$ cat config.mk
export PLATFORM = sky130hd
export DESIGN_NAME = divider_arbiter
export DESIGN_NICKNAME = d
export VERILOG_FILES = /design/src/rtl/divider_arbiter.sv
export SDC_FILE = /design/constraint.sdc
export NUM_CORES = 1
export LEC_CHECK = 0
export CAP_MARGIN = 20
export CORE_AREA = 2 2 179 181
export CTS_BUF_LIST = sky130_fd_sc_hd__clkbuf_8
export DETAILED_ROUTE_END_ITERATION = 6
export DIE_AREA = 0 0 181 183
export HOLD_SLACK_MARGIN = 0.05
export PLACE_DENSITY_LB_ADDON = 0.2
export SLEW_MARGIN = 20
export SYNTH_ARGS = -nofsm -noshare
export SYNTH_HDL_FRONTEND = slang
export SYNTH_SLANG_ARGS = --single-unit
$ cat constraint.sdc
create_clock -name clk -period 6.87 [get_ports clk]
set_input_delay 1.374 -clock clk [delete_from_list [all_inputs] [get_ports clk]]
set_output_delay 1.374 -clock clk [all_outputs]
set_load 0.005 [all_outputs]
$ cat src/rtl/divider_arbiter.sv
// divider_arbiter: shares one iterative divider between NUM_REQ requesters.
// Requesters are granted round-robin. One division is in flight at a time,
// and the quotient/remainder are routed back to the requester that owns it.
// Optional build macro DIVARB_ZERO_CHECK_EN: when it is defined, a zero
// divisor is answered locally with an error flag and the divider is not
// started. When it is undefined, zero divisors go to the divider unchanged
// and resp_error stays 0.

module divider_arbiter #(
    parameter int NUM_REQ = 4,
    parameter int WIDTH   = 32
) (
    input  logic                     clk,
    input  logic                     rst,
    input  logic [NUM_REQ-1:0]       req_valid,
    output logic [NUM_REQ-1:0]       req_ready,
    input  logic [NUM_REQ*WIDTH-1:0] req_dividend,
    input  logic [NUM_REQ*WIDTH-1:0] req_divisor,
    output logic [NUM_REQ-1:0]       resp_valid,
    output logic [WIDTH-1:0]         resp_quotient,
    output logic [WIDTH-1:0]         resp_remainder,
    output logic                     resp_error,
    output logic [WIDTH-1:0]         div_dividend,
    output logic [WIDTH-1:0]         div_divisor,
    output logic                     div_data_in_valid,
    input  logic                     div_busy,
    input  logic [WIDTH-1:0]         div_quotient,
    input  logic [WIDTH-1:0]         div_remainder,
    input  logic                     div_data_out_valid
);

    localparam int PTR_W = (NUM_REQ > 1) ? $clog2(NUM_REQ) : 1;

    typedef enum logic [1:0] {
        IDLE,
        ISSUE,
        WAIT,
        RESPOND
    } state_t;

    state_t             state;
    logic [PTR_W-1:0]   rr_ptr;
    logic [PTR_W-1:0]   owner;
    logic [PTR_W-1:0]   pick;
    logic               pick_found;
    logic [PTR_W:0]     search_idx;
    logic [PTR_W-1:0]   slot;
    logic [WIDTH-1:0]   pick_dividend;
    logic [WIDTH-1:0]   pick_divisor;
    logic [NUM_REQ-1:0] pick_onehot;
    logic [NUM_REQ-1:0] owner_onehot;

    // Round-robin search: the first valid requester starting at rr_ptr, wrapping modulo NUM_REQ
    always_comb begin
        pick       = '0;
        pick_found = 1'b0;
        search_idx = '0;
        slot       = '0;
        for (int k = 0; k < NUM_REQ; k++) begin
            search_idx = {1'b0, rr_ptr} + (PTR_W + 1)'(k);
            if (search_idx >= (PTR_W + 1)'(NUM_REQ)) begin
                search_idx = search_idx - (PTR_W + 1)'(NUM_REQ);
            end
            slot = search_idx[PTR_W-1:0];
            if (!pick_found && req_valid[slot]) begin
                pick_found = 1'b1;
                pick       = slot;
            end
        end
    end

    // Operand mux for the candidate requester, plus the one-hot forms of pick and owner
    always_comb begin
        pick_dividend = '0;
        pick_divisor  = '0;
        pick_onehot   = '0;
        owner_onehot  = '0;
        for (int i = 0; i < NUM_REQ; i++) begin
            if (PTR_W'(i) == pick) begin
                pick_dividend  = req_dividend[i*WIDTH +: WIDTH];
                pick_divisor   = req_divisor[i*WIDTH +: WIDTH];
                pick_onehot[i] = 1'b1;
            end
            if (PTR_W'(i) == owner) begin
                owner_onehot[i] = 1'b1;
            end
        end
    end

    // Grant is combinational so that a request is accepted in the same cycle it is first seen in IDLE
    always_comb begin
        req_ready = '0;
        if (!rst && state == IDLE && pick_found) begin
            req_ready = pick_onehot;
        end
    end

    // Main control FSM; every output except req_ready is registered here
    always_ff @(posedge clk or posedge rst) begin
        if (rst) begin
            state             <= IDLE;
            rr_ptr            <= '0;
            owner             <= '0;
            resp_valid        <= '0;
            resp_quotient     <= '0;
            resp_remainder    <= '0;
            resp_error        <= 1'b0;
            div_dividend      <= '0;
            div_divisor       <= '0;
            div_data_in_valid <= 1'b0;
        end else begin
            resp_valid        <= '0;
            div_data_in_valid <= 1'b0;
            case (state)
                IDLE: begin
                    if (pick_found) begin
                        owner <= pick;
`ifdef DIVARB_ZERO_CHECK_EN
                        if (pick_divisor == '0) begin
                            resp_valid     <= pick_onehot;
                            resp_quotient  <= '1;
                            resp_remainder <= pick_dividend;
                            resp_error     <= 1'b1;
                            state          <= RESPOND;
                        end else begin
                            div_dividend <= pick_dividend;
                            div_divisor  <= pick_divisor;
                            state        <= ISSUE;
                        end
`else
                        div_dividend <= pick_dividend;
                        div_divisor  <= pick_divisor;
                        state        <= ISSUE;
`endif
                    end
                end
                ISSUE: begin
                    if (!div_busy) begin
                        div_data_in_valid <= 1'b1;
                        state             <= WAIT;
                    end
                end
                WAIT: begin
                    if (div_data_out_valid) begin
                        resp_valid     <= owner_onehot;
                        resp_quotient  <= div_quotient;
                        resp_remainder <= div_remainder;
                        resp_error     <= 1'b0;
                        state          <= RESPOND;
                    end
                end
                RESPOND: begin
                    rr_ptr <= (owner == PTR_W'(NUM_REQ - 1)) ? '0 : owner + 1'b1;
                    state  <= IDLE;
                end
                default: begin
                    state <= IDLE;
                end
            endcase
        end
    end

endmodule

* After elaboration in Yosys (flattened, before gate mapping) *
Cells that the tools add are included.

operators by class
  $add $sub $neg = 8
  $lt $le $gt $ge = 8
  equal/unequal tests = 13
  muxes and demuxes = 46
  reductions and logical operators = 15

operators with widths
  cell                 number
  $mux 32              8
  $mux 2               12
  $mux 1               18
  $lt 2x3->1 const B   4
  $mux 4               3
  $ge 3x3->1 const B   3
  $bmux 1 s2           4
  $eq 2x2->1 const A   4
  $pmux 2 s4           1
  $sub 2x1->2 const B  4
  $add 2x2->3 const B  2
  $eq 2x2->1 const B   3
  $logic_not 2->1      3
  $ne 2x2->1 const B   3
  $logic_and 1x1->1    5
  $eq 1x2->1 const A   2
  $logic_not 1->1      4
  $reduce_and 2->1     2
  $add 2x1->3 const B  1
  $ge 2x3->1 const B   1
  $reduce_and 3->1     1
  $add 2x1->2 const B  1
  $eq 2x1->1 const B   1

storage, ports and cells
  register bits after elaboration = 139
  input port bits = 328
  output and inout port bits = 138
  logic and storage cells = 99

* Longest topological paths before layout *
  depth in word-level cells = 19
  mapped depth = 8
  mapped depth without buffers = 6

* Worst setup path after synthesis *
No wires, ideal clock.

  path kind = input to output
  start point = in req_valid[2]
  end point = out req_ready[0]
  data arrival time = 2.567 ns
  data required time = 5.496 ns
  setup slack = 2.929 ns
  stages = 7
  buffers on the path = 3
  path through = nor2b_1 > a221o_1 > and2_1 > buf_2 > buf_6 > buf_6 > nor4_1

between the ends
  cells in the longest elaborated chain, start to end = 15
  elaborated cells between the ends (all ways) = 26
  those cells by class = mux (18); reduce/logical (8)

ends and longest elaborated chain
  what                          RTL line  source
  start, declared               15        input logic [NUM_REQ-1:0] req_valid,
  $bmux 1 s2                    65        if (!pick_found && req_valid[slot]) begin
  $mux 1 (implied by the code)  65
  $mux 1                        65
  $logic_not 1->1               65
  $logic_and 1x1->1             65
  $mux 1                        65
  $logic_not 1->1               65
  $logic_and 1x1->1             65
  $mux 1                        65
  $logic_not 1->1               65
  $logic_and 1x1->1             65
  $mux 2                        65
  $logic_not 2->1               79        if (PTR_W'(i) == pick) begin
  $mux 1                        79
  $mux 4 *                      93        if (!rst && state == IDLE && pick_found) begin
  end, declared                 16        output logic [NUM_REQ-1:0] req_ready,

Every way passes the cells marked *; elsewhere a longest branch is shown, timed or not. The select of a mux whose other input is x is not followed.

* Final worst setup path *
  start point = in req_valid[2]
  end point = out req_ready[3]

between the ends
  cells in the longest elaborated chain, start to end = 15
  elaborated cells between the ends (all ways) = 26
  those cells by class = eq/ne (1); mux (18); reduce/logical (7)

ends and longest elaborated chain
  what                          RTL line
  $bmux 1 s2                    65
  $mux 1 (implied by the code)  65
  $mux 1                        65
  $logic_not 1->1               65
  $logic_and 1x1->1             65
  $mux 1                        65
  $logic_not 1->1               65
  $logic_and 1x1->1             65
  $mux 1                        65
  $logic_not 1->1               65
  $logic_and 1x1->1             65
  $mux 2                        65
  $eq 2x2->1                    79
  $mux 1                        79
  $mux 4 *                      93

Marks and branches as above.

==> impl_summary.log <==
[metrics] number of enable-type register cells in the synthesized netlist: 0
[metrics] data arrival time of the critical path: 3.68 ns
[metrics] post-detailed-route DRC marker count: 0
[metrics] number of standard cells in the final layout excluding fillers: 1488
[metrics] Post-CTS Setup Bufs: 0
[metrics] Clock Skews: 0.0141 ns
[metrics] detailed-router iteration count before antenna repair: 4
[metrics] instance area at placement: 12100 sq um
[metrics] detailed placement HPWL: 20900 microns
[metrics] Clock Tree Buf Depth: 2
[metrics] maximum number of pins on one net before global-route repair: 97
[metrics] leakage power total: 5.12 nW
[metrics] cell chosen for the clock root: sky130_fd_sc_hd__clkbuf_8
[metrics] critical-path cell list: clkdlybuf4s50_1, nor2b_1, a221o_2, buf_4, nand2_2, nor4_1, clkdlybuf4s50_1
[metrics] Worst path depth: 7
[metrics] setup slack on the worst flop-to-flop path: 4.27 ns
[metrics] Critical Path Start Type: input pin
[metrics] clock period minus worst slack: 5.06 ns
[metrics] highest achievable clock rate: 198 MHz
[metrics] antenna violations before repair: 1
[metrics] worst setup path startpoint: req_valid[2]
[metrics] flop and latch count out of synthesis: 139
[metrics] asr flop ratio synth: 100%
[metrics] library cell appearing most often on the critical path: sky130_fd_sc_hd__clkdlybuf4s50_1
[metrics] maximum capacitance violations: 0
[metrics] layout cell share with drive strength beyond 1: 10.5%
[metrics] final RePlAce weighted congestion: 0.740
[metrics] RSZ-0062 raised after global routing: false
[metrics] slowest cell delay on critical path: 0.56 ns
[metrics] nets in the synthesized netlist: 974
[metrics] overall via count from detail_route: 6748
[metrics] vias in the first global route: 6932
[metrics] CP required: 5.50 ns
[metrics] share of synthesized area occupied by flip-flops and latches: 48.9%
[metrics] CTS clock-pin slew for the worst setup and hold paths: 0.09 ns
[metrics] Synth Area per Inst: 11.2 sq um
[metrics] startpoint-to-endpoint class of the critical path: input pin to output port
[metrics] worst path buffer plus inverter count: 3
[metrics] count of synthesis-stage warnings from yosys: 0
[metrics] final worst setup slack: 1.81 ns
[metrics] endpoint of the most critical setup path: req_ready[3]
[metrics] Cell Rows: 65
[metrics] wire length of the first global-routing pass: 42400 microns
[metrics] Layout Utilization: 39.9%
[metrics] antenna cells: 0
[metrics] slowest cell on the critical path: sky130_fd_sc_hd__clkdlybuf4s50_1
[metrics] number of hold violations in the final report: 0
[metrics] cell type group with the largest total delay on the critical path: buffers and inverters
[metrics] die footprint: 33100 sq um
[metrics] R2R depth: 6
[metrics] total wire length: 28400 microns
[metrics] Die X-Extent: 181 microns
[metrics] area of all placed cells without fillers: 12500 sq um
[metrics] final setup violating endpoints: 0
[metrics] detail-routed net length per standard cell: 19.1 microns
[metrics] Total Power Consumption: 4.49 mW
[metrics] post-cts repair resize count: 0
[metrics] primary flip-flop cell chosen by synthesis mapping: sky130_fd_sc_hd__dfrtp_1
[metrics] run status: finished clean
[metrics] global-route usage over all layers: 16.9%
[metrics] clock network latency to the later pin of the worst-skew pair: 0.46 ns
[metrics] Power Dens Cells: 360 nW/um^2
[metrics] classification of the worst-slack hold path: flip-flop to flip-flop
[metrics] Slew Limit Fails: 0
[metrics] setup slack at placement: 1.83 ns
[metrics] Top Ports: 466
[metrics] total global routing overflow: 0
[metrics] final-layout fill cell count: 3173
[metrics] Inst Count DP: 1456
[metrics] slew at the pin with the worst max-slew slack: 0.913 ns
[metrics] final antenna-violating net count: 0
[metrics] Area growth syn-to-layout: 75.2%
[metrics] number of standard cells after synthesis: 637
[metrics] critical register-to-register path endpoint: div_divisor[26]
[metrics] placeable core area: 31200 sq um
[metrics] Post-Synthesis Cell Area: 7110 sq um
[metrics] maximum vdd drop: 162 uV
[metrics] initial cell density of the core: 22.8%
[metrics] clock net sink count: 139
[metrics] clock buffers created by TritonCTS: 17
[metrics] source of the worst register-to-register timing path: rr_ptr[1]
[metrics] largest driver fanout on the critical path: 65
[metrics] number of distinct standard cells referenced by the synthesized netlist: 31
[metrics] slew margin rel.: 39.1%
[metrics] final net count: 1410
[metrics] number of buffers added to fix hold violations after cts: 0
[metrics] TritonCTS clock tree: built
[metrics] vias per std cell: 4.53
[metrics] deepest level of the CTS H-tree: 4
[metrics] drt initial violations: 177
[metrics] Buffers on Ports: 464
[metrics] kind of end point of the critical path: output port
[metrics] Setup TNS Final: 0 ns
[metrics] Die Y-Extent: 183 microns
[metrics] Final period util: 73.6%
[metrics] worst hold slack: 0.508 ns
how the worst min path moves through the flow:
stage	startpoint	slack (ns)	endpoint	cells past startpoint
after floorplan	owner[1]	0.50	owner[1]	2
after global placement	resp_remainder[18]	0.49	resp_remainder[18]	1
after detailed placement	resp_remainder[19]	0.49	resp_remainder[19]	1
after CTS	resp_remainder[19]	0.51	resp_remainder[19]	1
after global routing	resp_remainder[12]	0.52	resp_remainder[12]	1
final	resp_quotient[22]	0.51	resp_quotient[22]	1
metal layers:
metal	vias to the layer above	wire (microns)	track usage [%]
li1	3238	-	-
met1	3173	11400	19.2
met2	308	14100	29.8
met3	29	2400	5.90
met4	0	551	5.11
met5	-	0	0
flip-flops by register name (all words and copies together), names as in the netlist:
register	count
resp_quotient	32
resp_remainder	32
div_dividend	32
div_data_in_valid	1
resp_valid	4
div_divisor	32
state	2
owner	2
rr_ptr	2
final cells by class:
| type | instances | area, sq um | area share (%) |
|---|---|---|---|
| inverters | 7 | 31.3 | 0.251 |
| well taps | 402 | 503 | 4.04 |
| multi-input cells | 434 | 3360 | 27.0 |
| clock buffers | 17 | 234 | 1.88 |
| clock inverters | 15 | 130 | 1.04 |
| repair buffers | 474 | 4720 | 37.9 |
| flip-flops and latches | 139 | 3480 | 27.9 |
where the power goes:
| part | switching [mW] | internal [mW] | total (mW) | leakage, nW |
|---|---|---|---|---|
| clock | 0.362 | 0.286 | 0.649 | 0.185 |
| combinational | 1.04 | 1.37 | 2.41 | 3.33 |
| sequential | 0.206 | 1.23 | 1.43 | 1.60 |
cell families after synthesis:
family,after synthesis,synth area share (%)
compound gates,138,14.5
fa+ha+maj,9,1.58
buf+inv,64,4.26
flops,139,48.9
mux,130,19.5
other cells,1,0.0527
simple gates,156,11.2
cells in the mapped netlist, drive strengths merged, types with 3 or more instances:
library cell  instances  area, sq um
buf                  22          144
nand2                 7         26.3
ha                    9          113
mux2i                64          641
dfrtp               139         3480
clkbuf               35          133
nor4                  5         31.3
mux2                 66          743
o21ai                 3         15.0
a211oi              128          961
nor2b                 4         25.0
and3                 69          432
nor2                 65          246
inv                   7         26.3
layout by cell type, fill, tap and decap left out, types with 9 or more instances in the layout:
cell type                         netlist  layout
sky130_fd_sc_hd__mux2i_1               64      64
sky130_fd_sc_hd__mux2_2                66      66
sky130_fd_sc_hd__clkdlybuf4s50_1        0     464
sky130_fd_sc_hd__inv_1                  7       9
sky130_fd_sc_hd__dfrtp_1              139     139
sky130_fd_sc_hd__buf_4                  1      10
sky130_fd_sc_hd__clkbuf_8               0      17
sky130_fd_sc_hd__a211oi_1             128     128
sky130_fd_sc_hd__ha_1                   9       9
sky130_fd_sc_hd__and3_1                69      69
sky130_fd_sc_hd__nor2_1                64      64
Note: power is estimated with default switching activity, not from simulation.
